**src/rtl/hilo_pkg.sv**
```systemverilog
// rtl/hilo_pkg.sv - shared state encoding and latency constants for the HI/LO sequencer
package hilo_pkg;

  typedef enum logic [1:0] {
    IDLE    = 2'b00,
    START   = 2'b01,
    WAIT    = 2'b10,
    CAPTURE = 2'b11
  } hilo_state_t;

  localparam int MULT_CYCLES_DEFAULT = 33;
  localparam int CNT_W_DEFAULT       = $clog2(MULT_CYCLES_DEFAULT + 1);

endpackage

```
**src/rtl/hilo_wait_counter.sv**
```systemverilog
// rtl/hilo_wait_counter.sv - loadable down-counter with a terminal-count (==1) flag
module hilo_wait_counter
  import hilo_pkg::*;
#(
  parameter int CNT_W    = CNT_W_DEFAULT,
  parameter int LOAD_VAL = MULT_CYCLES_DEFAULT
) (
  input  logic clk,
  input  logic reset,
  input  logic load,
  input  logic dec,
  output logic tc
);

  localparam logic [CNT_W-1:0] LOAD_V = CNT_W'(LOAD_VAL);
  localparam logic [CNT_W-1:0] ONE    = CNT_W'(1);

  logic [CNT_W-1:0] count;

  // Decrement only while nonzero so the count can never wrap.
  always_ff @(posedge clk or posedge reset) begin
    if (reset) begin
      count <= '0;
    end else if (load) begin
      count <= LOAD_V;
    end else if (dec && (count != '0)) begin
      count <= count - ONE;
    end
  end

  assign tc = (count == ONE);

endmodule

```
**src/rtl/hilo_sequencer.sv**
```systemverilog
// rtl/hilo_sequencer.sv - sequences the Booth multiplier and owns the architectural HI/LO registers
module hilo_sequencer
  import hilo_pkg::*;
#(
  parameter int DATA_W      = 32,
  parameter int MULT_CYCLES = MULT_CYCLES_DEFAULT
) (
  input  logic              clk,
  input  logic              reset,
  input  logic              mult_req,
  input  logic [DATA_W-1:0] rs_val,
  input  logic [DATA_W-1:0] rt_val,
  input  logic              mthi_we,
  input  logic              mtlo_we,
  input  logic [DATA_W-1:0] wdata,
  input  logic [DATA_W-1:0] mult_hi,
  input  logic [DATA_W-1:0] mult_lo,
  output logic              mult_start,
  output logic [DATA_W-1:0] mult_a,
  output logic [DATA_W-1:0] mult_b,
  output logic [DATA_W-1:0] hi_out,
  output logic [DATA_W-1:0] lo_out,
  output logic              busy,
  output logic              done,
  output logic              hazard
);

  localparam int CNT_W = $clog2(MULT_CYCLES + 1);

  hilo_state_t state_q;
  hilo_state_t state_d;
  logic        cnt_load;
  logic        cnt_dec;
  logic        cnt_tc;
  logic        idle;

  hilo_wait_counter #(
    .CNT_W    (CNT_W),
    .LOAD_VAL (MULT_CYCLES)
  ) u_wait_counter (
    .clk   (clk),
    .reset (reset),
    .load  (cnt_load),
    .dec   (cnt_dec),
    .tc    (cnt_tc)
  );

  always_ff @(posedge clk or posedge reset) begin
    if (reset) begin
      state_q <= IDLE;
    end else begin
      state_q <= state_d;
    end
  end

  always_comb begin
    state_d = state_q;
    case (state_q)
      IDLE:    if (mult_req) state_d = START;
      START:   state_d = WAIT;
      WAIT:    if (cnt_tc) state_d = CAPTURE;
      CAPTURE: state_d = IDLE;
      default: state_d = IDLE;
    endcase
  end

  // mult_start decodes straight from state so a reset drops it without waiting for an edge.
  always_comb begin
    idle       = (state_q == IDLE);
    busy       = !idle;
    mult_start = (state_q == START);
    cnt_load   = (state_q == START);
    cnt_dec    = (state_q == WAIT);
  end

  always_ff @(posedge clk or posedge reset) begin
    if (reset) begin
      mult_a <= '0;
      mult_b <= '0;
    end else if (idle && mult_req) begin
      mult_a <= rs_val;
      mult_b <= rt_val;
    end
  end

  // Writes from the control unit land only in IDLE; CAPTURE is the only other writer.
  always_ff @(posedge clk or posedge reset) begin
    if (reset) begin
      hi_out <= '0;
      lo_out <= '0;
    end else if (state_q == CAPTURE) begin
      hi_out <= mult_hi;
      lo_out <= mult_lo;
    end else if (idle) begin
      if (mthi_we) hi_out <= wdata;
      if (mtlo_we) lo_out <= wdata;
    end
  end

  always_ff @(posedge clk or posedge reset) begin
    if (reset) begin
      done   <= 1'b0;
      hazard <= 1'b0;
    end else begin
      done   <= (state_q == CAPTURE);
      hazard <= hazard | (busy & (mult_req | mthi_we | mtlo_we));
    end
  end

endmodule

```
**config.mk**
```make
export PLATFORM = sky130hd
export DESIGN_NAME = hilo_sequencer
export DESIGN_NICKNAME = d
export VERILOG_FILES = /design/src/rtl/hilo_pkg.sv /design/src/rtl/hilo_wait_counter.sv /design/src/rtl/hilo_sequencer.sv
export SDC_FILE = /design/constraint.sdc
export NUM_CORES = 1
export LEC_CHECK = 0
export ABC_AREA = 1
export BUFFER_PORTS_ARGS = -buffer_cell sky130_fd_sc_hd__buf_2
export CORE_MARGIN = 2
export CORE_UTILIZATION = 51
export CTS_CLUSTER_DIAMETER = 80
export DETAILED_ROUTE_END_ITERATION = 8
export PLACE_DENSITY = 0.84
export SKIP_CTS_REPAIR_TIMING = 1
export SLEW_MARGIN = 20
export SYNTH_ARGS = -nofsm -noshare
export SYNTH_HDL_FRONTEND = slang
export SYNTH_HIERARCHICAL = 1
export SYNTH_SLANG_ARGS = --single-unit
```
**constraint.sdc**
```tcl
create_clock -name clk -period 9.04 [get_ports clk]
set_input_delay 2.26 -clock clk [delete_from_list [all_inputs] [get_ports clk]]
set_output_delay 2.26 -clock clk [all_outputs]
set_load 0.01 [all_outputs]
```
After elaboration in Yosys (flattened, before gate mapping) --
Cells that the tools add are included.
Operators by class: add/sub/neg operators 1, equal/unequal tests 6, muxes and demuxes 11, bitwise logic cells 4, reductions and logical operators 12
Operators by type and width (count):
- $mux 32 | 6
- $mux 6 | 2
- $pmux 2 s4 | 1
- $reduce_bool 2->1 | 4
- $eq 6x1->1 const B | 1
- $reduce_and 2->1 | 3
- $reduce_bool 6->1 | 1
- $sub 6x1->6 const B | 1
- $eq 2x2->1 const B | 2
- $mux 2 | 2
- $ne 2x2->1 const B | 2
- $or 1x1->1 | 3
- $eq 2x1->1 const B | 1
- $logic_and 1x1->1 | 2
- $logic_not 2->1 | 1
- $and 1x1->1 | 1
- $logic_not 1->1 | 1
Word-level totals: register bits 138, bits of input ports 165, word-level logic and storage cells 42

Logic depth before layout (Yosys ltp) --
depth after elaboration 4, gate-level depth with buffers 8, gate-level depth less buffers 8

Hierarchy --
Netlist, hierarchy kept.
Modules (own cells, without submodules):
- hilo_sequencer | instances 1, cells an instance 794, area an instance 5988.2 µm², seq. area each 3303.2 µm²
- hilo_wait_counter | instances 1, cells an instance 56, area an instance 441.7 µm², seq. area each 150.1 µm²

Worst setup path after synthesis --
Ideal clock, no wire load.
path kind reg2out, start register state_q[0], end output port busy, arrival 958 ps, path slack 5822 ps, stages on the path, launching flop included 5, path buffers 1, cells stage by stage dfrtp_1 inv_1 ha_1 buf_2 inv_1
Between the ends: longest elaborated chain between the ends 2
RTL lines:
- from (decl) | line hilo_sequencer.sv:30 | hilo_state_t state_q;
- from (signal assigned) | line hilo_sequencer.sv:52 | state_q <= state_d;
- $logic_not 2->1 | line hilo_sequencer.sv:69 | idle = (state_q == IDLE);
- $logic_not 1->1 | line hilo_sequencer.sv:70 | busy = !idle;
- to (decl) | line hilo_sequencer.sv:23 | output logic busy,
Every way passes these cells.

Worst setup path after layout --
Ends and elaborated chain as after synthesis.

==> impl_metrics.sql <==
INSERT INTO impl_metrics (metric_group, metric, value, unit) VALUES
('min_path', 'hold_class', 'reg -> reg', ''),
('route', 'viasPerCell', '4.86', ''),
('die', 'initial_core_util', '51.6', '%'),
('synth', 'synth_enable_flop_cells', '0', ''),
('setup_path', 'crit_chain', 'inv_1 -> ha_2 -> buf_4 -> inv_1 -> buf_2', ''),
('global_routing', 'grt_max_degree', '71', ''),
('clock_tree', 'cts_htree_levels', '4', ''),
('synth', 'yosys.area_share.xor_xnor', '0.136', '%'),
('power_and_ir_drop', 'total_leakage_power', '0.00522', 'uW'),
('run_status', 'status', 'complete, no violations', ''),
('clock_tree', 'number_of_buffers_created_by_cts', '17', ''),
('synth', 'synth_top_family_by_area', 'simple AND/OR/NAND/NOR gates', ''),
('clock_tree', 'clk_pin_slew_worst_paths', '60', 'ps'),
('setup_path', 'worstSetupPathType', 'reg -> out', ''),
('setup_path', 'delay_contributed_by_the_slowest_stage_of_the_critical_path', '530', 'ps'),
('synth', 'synthTopCellsByCount', 'sky130_fd_sc_hd__nand2_1, sky130_fd_sc_hd__dfrtp_1, sky130_fd_sc_hd__nand3_1, sky130_fd_sc_hd__buf_2, sky130_fd_sc_hd__inv_1', ''),
('final_layout', 'drive_above_1_share', '30.9', '%'),
('setup_path', 'timing.critical_path.to_type', 'output pin', ''),
('timing', 'achievable-frequency', '236', 'MHz'),
('setup_path', 'critical_path.max_fanout', '67', ''),
('setup_path', 'cell_with_the_most_instances_on_the_worst_path', 'sky130_fd_sc_hd__inv_1', ''),
('global_routing', 'number_of_antenna_violations_at_the_first_check_in_global_routing', '2', ''),
('timing', 'rsz_0062_raised_after_global_routing', 'no', ''),
('die', 'die-width', '116', 'um'),
('die', 'die_h', '116', 'um'),
('setup_path', 'crit_path_start_kind', 'register', ''),
('clock_tree', 'clk_path_buf_depth', '2', ''),
('synth', 'synthMostInstantiatedCell', 'sky130_fd_sc_hd__nand2_1', ''),
('synth', 'synthDominantCellAreaShare', '53.7', '%'),
('die', 'core-area', '12500', 'um^2'),
('clock_tree', 'cts_tree', 'yes', ''),
('final_layout', 'fin_nets', '1302', ''),
('route', 'antenna_violation_net_count_after_detailed_routing', '0', ''),
('power_and_ir_drop', 'total_chip_power', '3200', 'uW'),
('synth', 'synth_seq_area_share', '53.7', '%'),
('placement', 'dp_hpwl', '12.8', 'mm'),
('route', 'detailroute.via_count', '6382', ''),
('global_routing', 'leftover_overflow_at_the_end_of_global_routing', '0', ''),
('synth', 'synth_fa_ha_area_share', '1.75', '%'),
('synth', 'synth_flop_cell', 'sky130_fd_sc_hd__dfrtp_1', ''),
('clock_tree', 'worst_skew_late_latency', '400', 'ps'),
('job', 'cap_violations', '0', ''),
('timing', 'final.setup_skew', '8.95', 'ps'),
('synth', 'syn_avg_cell_area', '7.56', 'um^2'),
('synth', 'yosys_warning_total', '6', ''),
('clock_tree', 'root_buffer', 'sky130_fd_sc_hd__clkbuf_16', ''),
('synth', 'synth_compound_area_share', '0.545', '%'),
('setup_path', 'timing.critical_path.slowest_stage_cell', 'sky130_fd_sc_hd__buf_4', ''),
('timing', 'setup-tns-final', '0', 'ps'),
('power_and_ir_drop', 'vdd_ir_drop_max', '0.000216', 'V'),
('synth', 'muxShareOfSynthArea', '0', '%'),
('setup_path', 'cp.required', '6780', 'ps'),
('setup_path', 'data_arrival_time_of_the_critical_path', '1980', 'ps'),
('synth', 'yosys.area.top_type', 'sky130_fd_sc_hd__dfrtp_1', ''),
('route', 'detail_route.drc_violations', '0', ''),
('final_layout', 'areaGrowthSynthToFinish', '33.0', '%'),
('synth', 'synth_cells', '850', ''),
('route', 'post_drt_wl_per_cell', '14.0', 'um'),
('synth', 'yosys_register_bits', '138', ''),
('die', 'die-area', '13500', 'um^2'),
('placement', 'routabilityCongestion', '0.838', ''),
('timing', 'final_min_period_over_clock_period', '47.0', '%'),
('timing', 'report.final.setup_viol', '0', ''),
('synth', 'synth.lib_cells_used.distinct', '18', ''),
('timing', 'finalCriticalPeriod', '4240', 'ps'),
('timing', 'worst_slew_margin_rel', '27.6', '%'),
('synth', 'proportion_of_register_bits_with_asynchronous_set_or_reset_after_synthesis', '100', '%'),
('synth', 'synth_area_leaders', 'sky130_fd_sc_hd__dfrtp_1, sky130_fd_sc_hd__nand2_1, sky130_fd_sc_hd__nand3_1', ''),
('route', 'totalWireLength', '18.4', 'mm'),
('synth', 'post_synth_and_or_nand_nor_area_fraction', '39.2', '%'),
('timing', 'finalMaxSlewViolations', '0', '');
cells by family after synthesis:
family	count (synthesis)
DFF	138
and+or+nand+nor	632
AOI/OAI and AO/OA	4
xor gates and xnor gates	1
adders and majority gates	9
buffers and inverters	66
worst paths after layout:
path,slack [ps],depth (start not counted),endpoint,startpoint
worst max-delay path,4800,5,busy,state_q[0]$_DFFE_PP0P_
worst min-delay path,470,2,mult_a[19]$_DFFE_PP0P_,mult_a[19]$_DFFE_PP0P_
worst max register to register,6780,6,mult_b[25]$_DFFE_PP0P_,state_q[0]$_DFFE_PP0P_
worst min register to register,470,2,mult_a[19]$_DFFE_PP0P_,mult_a[19]$_DFFE_PP0P_
max in group asynchronous,5850,3,lo_out[21]$_DFFE_PP0P_,reset
min in group asynchronous,1810,2,u_wait_counter/count[3]$_DFFE_PP0P_,reset
routing by layer:
layer | track usage (%) | vias up | wire length (um)
met5 | 0 | - | 0
met4 | 9.29 | 0 | 346
met3 | 6.75 | 24 | 1560
met2 | 46.2 | 266 | 9180
met1 | 32.2 | 2937 | 7330
li1 | - | 3155 | -
placed cells by master, fill, tap and decap left out, drive strengths merged:
cell type  count
inv           21
clkbuf        20
ha             9
clkinvlp       3
xor2           1
clkinv         5
bufinv         1
nor2          13
and3           1
nand3         75
diode          1
dfrtp        138
o21ai          4
buf          305
nand4          1
nand2        542
worst max-delay path: cells and delay by family, from the launching register on:
family                   cells  cell delay, ps
flip-flops                   1             440
buffers and inverters        4             960
adder cells (fa/ha/maj)      1             170
sequential cells by signal (all words and copies together), names as in the netlist:
register,cells
hazard,1
lo_out,32
mult_b,32
u_wait_counter/count,6
done,1
hi_out,32
mult_a,32
state_q,2
final cells by class:
| class | instances | area, um^2 |
|---|---|---|
| Timing Repair Buffer | 305 | 1550 |
| Clock inverter | 10 | 93.8 |
| Clock buffer | 20 | 467 |
| Tap cell | 172 | 215 |
| Sequential cell | 138 | 3450 |
| Multi-Input combinational cell | 646 | 2690 |
| Inverter | 20 | 80.1 |
| Antenna cell | 1 | 2.50 |
| Fill cell | 1055 | 3920 |
per-stage QoR:
step | utilization (%) | hold WS, ps | setup WS, ps | std cells | instance area, um^2
after floorplan | - | 500 | 3250 | 850 | 6430
final | 68.6 | 466 | 4800 | 1312 | 8550
after global placement | 64.0 | 443 | 4870 | 1281 | 7980
after CTS | 68.5 | 468 | 4790 | 1311 | 8540
after detailed placement | 64.0 | 454 | 4860 | 1281 | 7980
after global routing | 68.6 | 479 | 4630 | 1312 | 8550
power by group:
group / leakage, uW / switching, uW / internal, uW / total (uW)
logic: 0.00323 / 954 / 510 / 1460
clock network: 0.000271 / 260 / 398 / 658
registers: 0.00171 / 162 / 916 / 1080
total: 0.00522 / 1380 / 1820 / 3200
No activity file was read; power rests on OpenSTA's default activity.
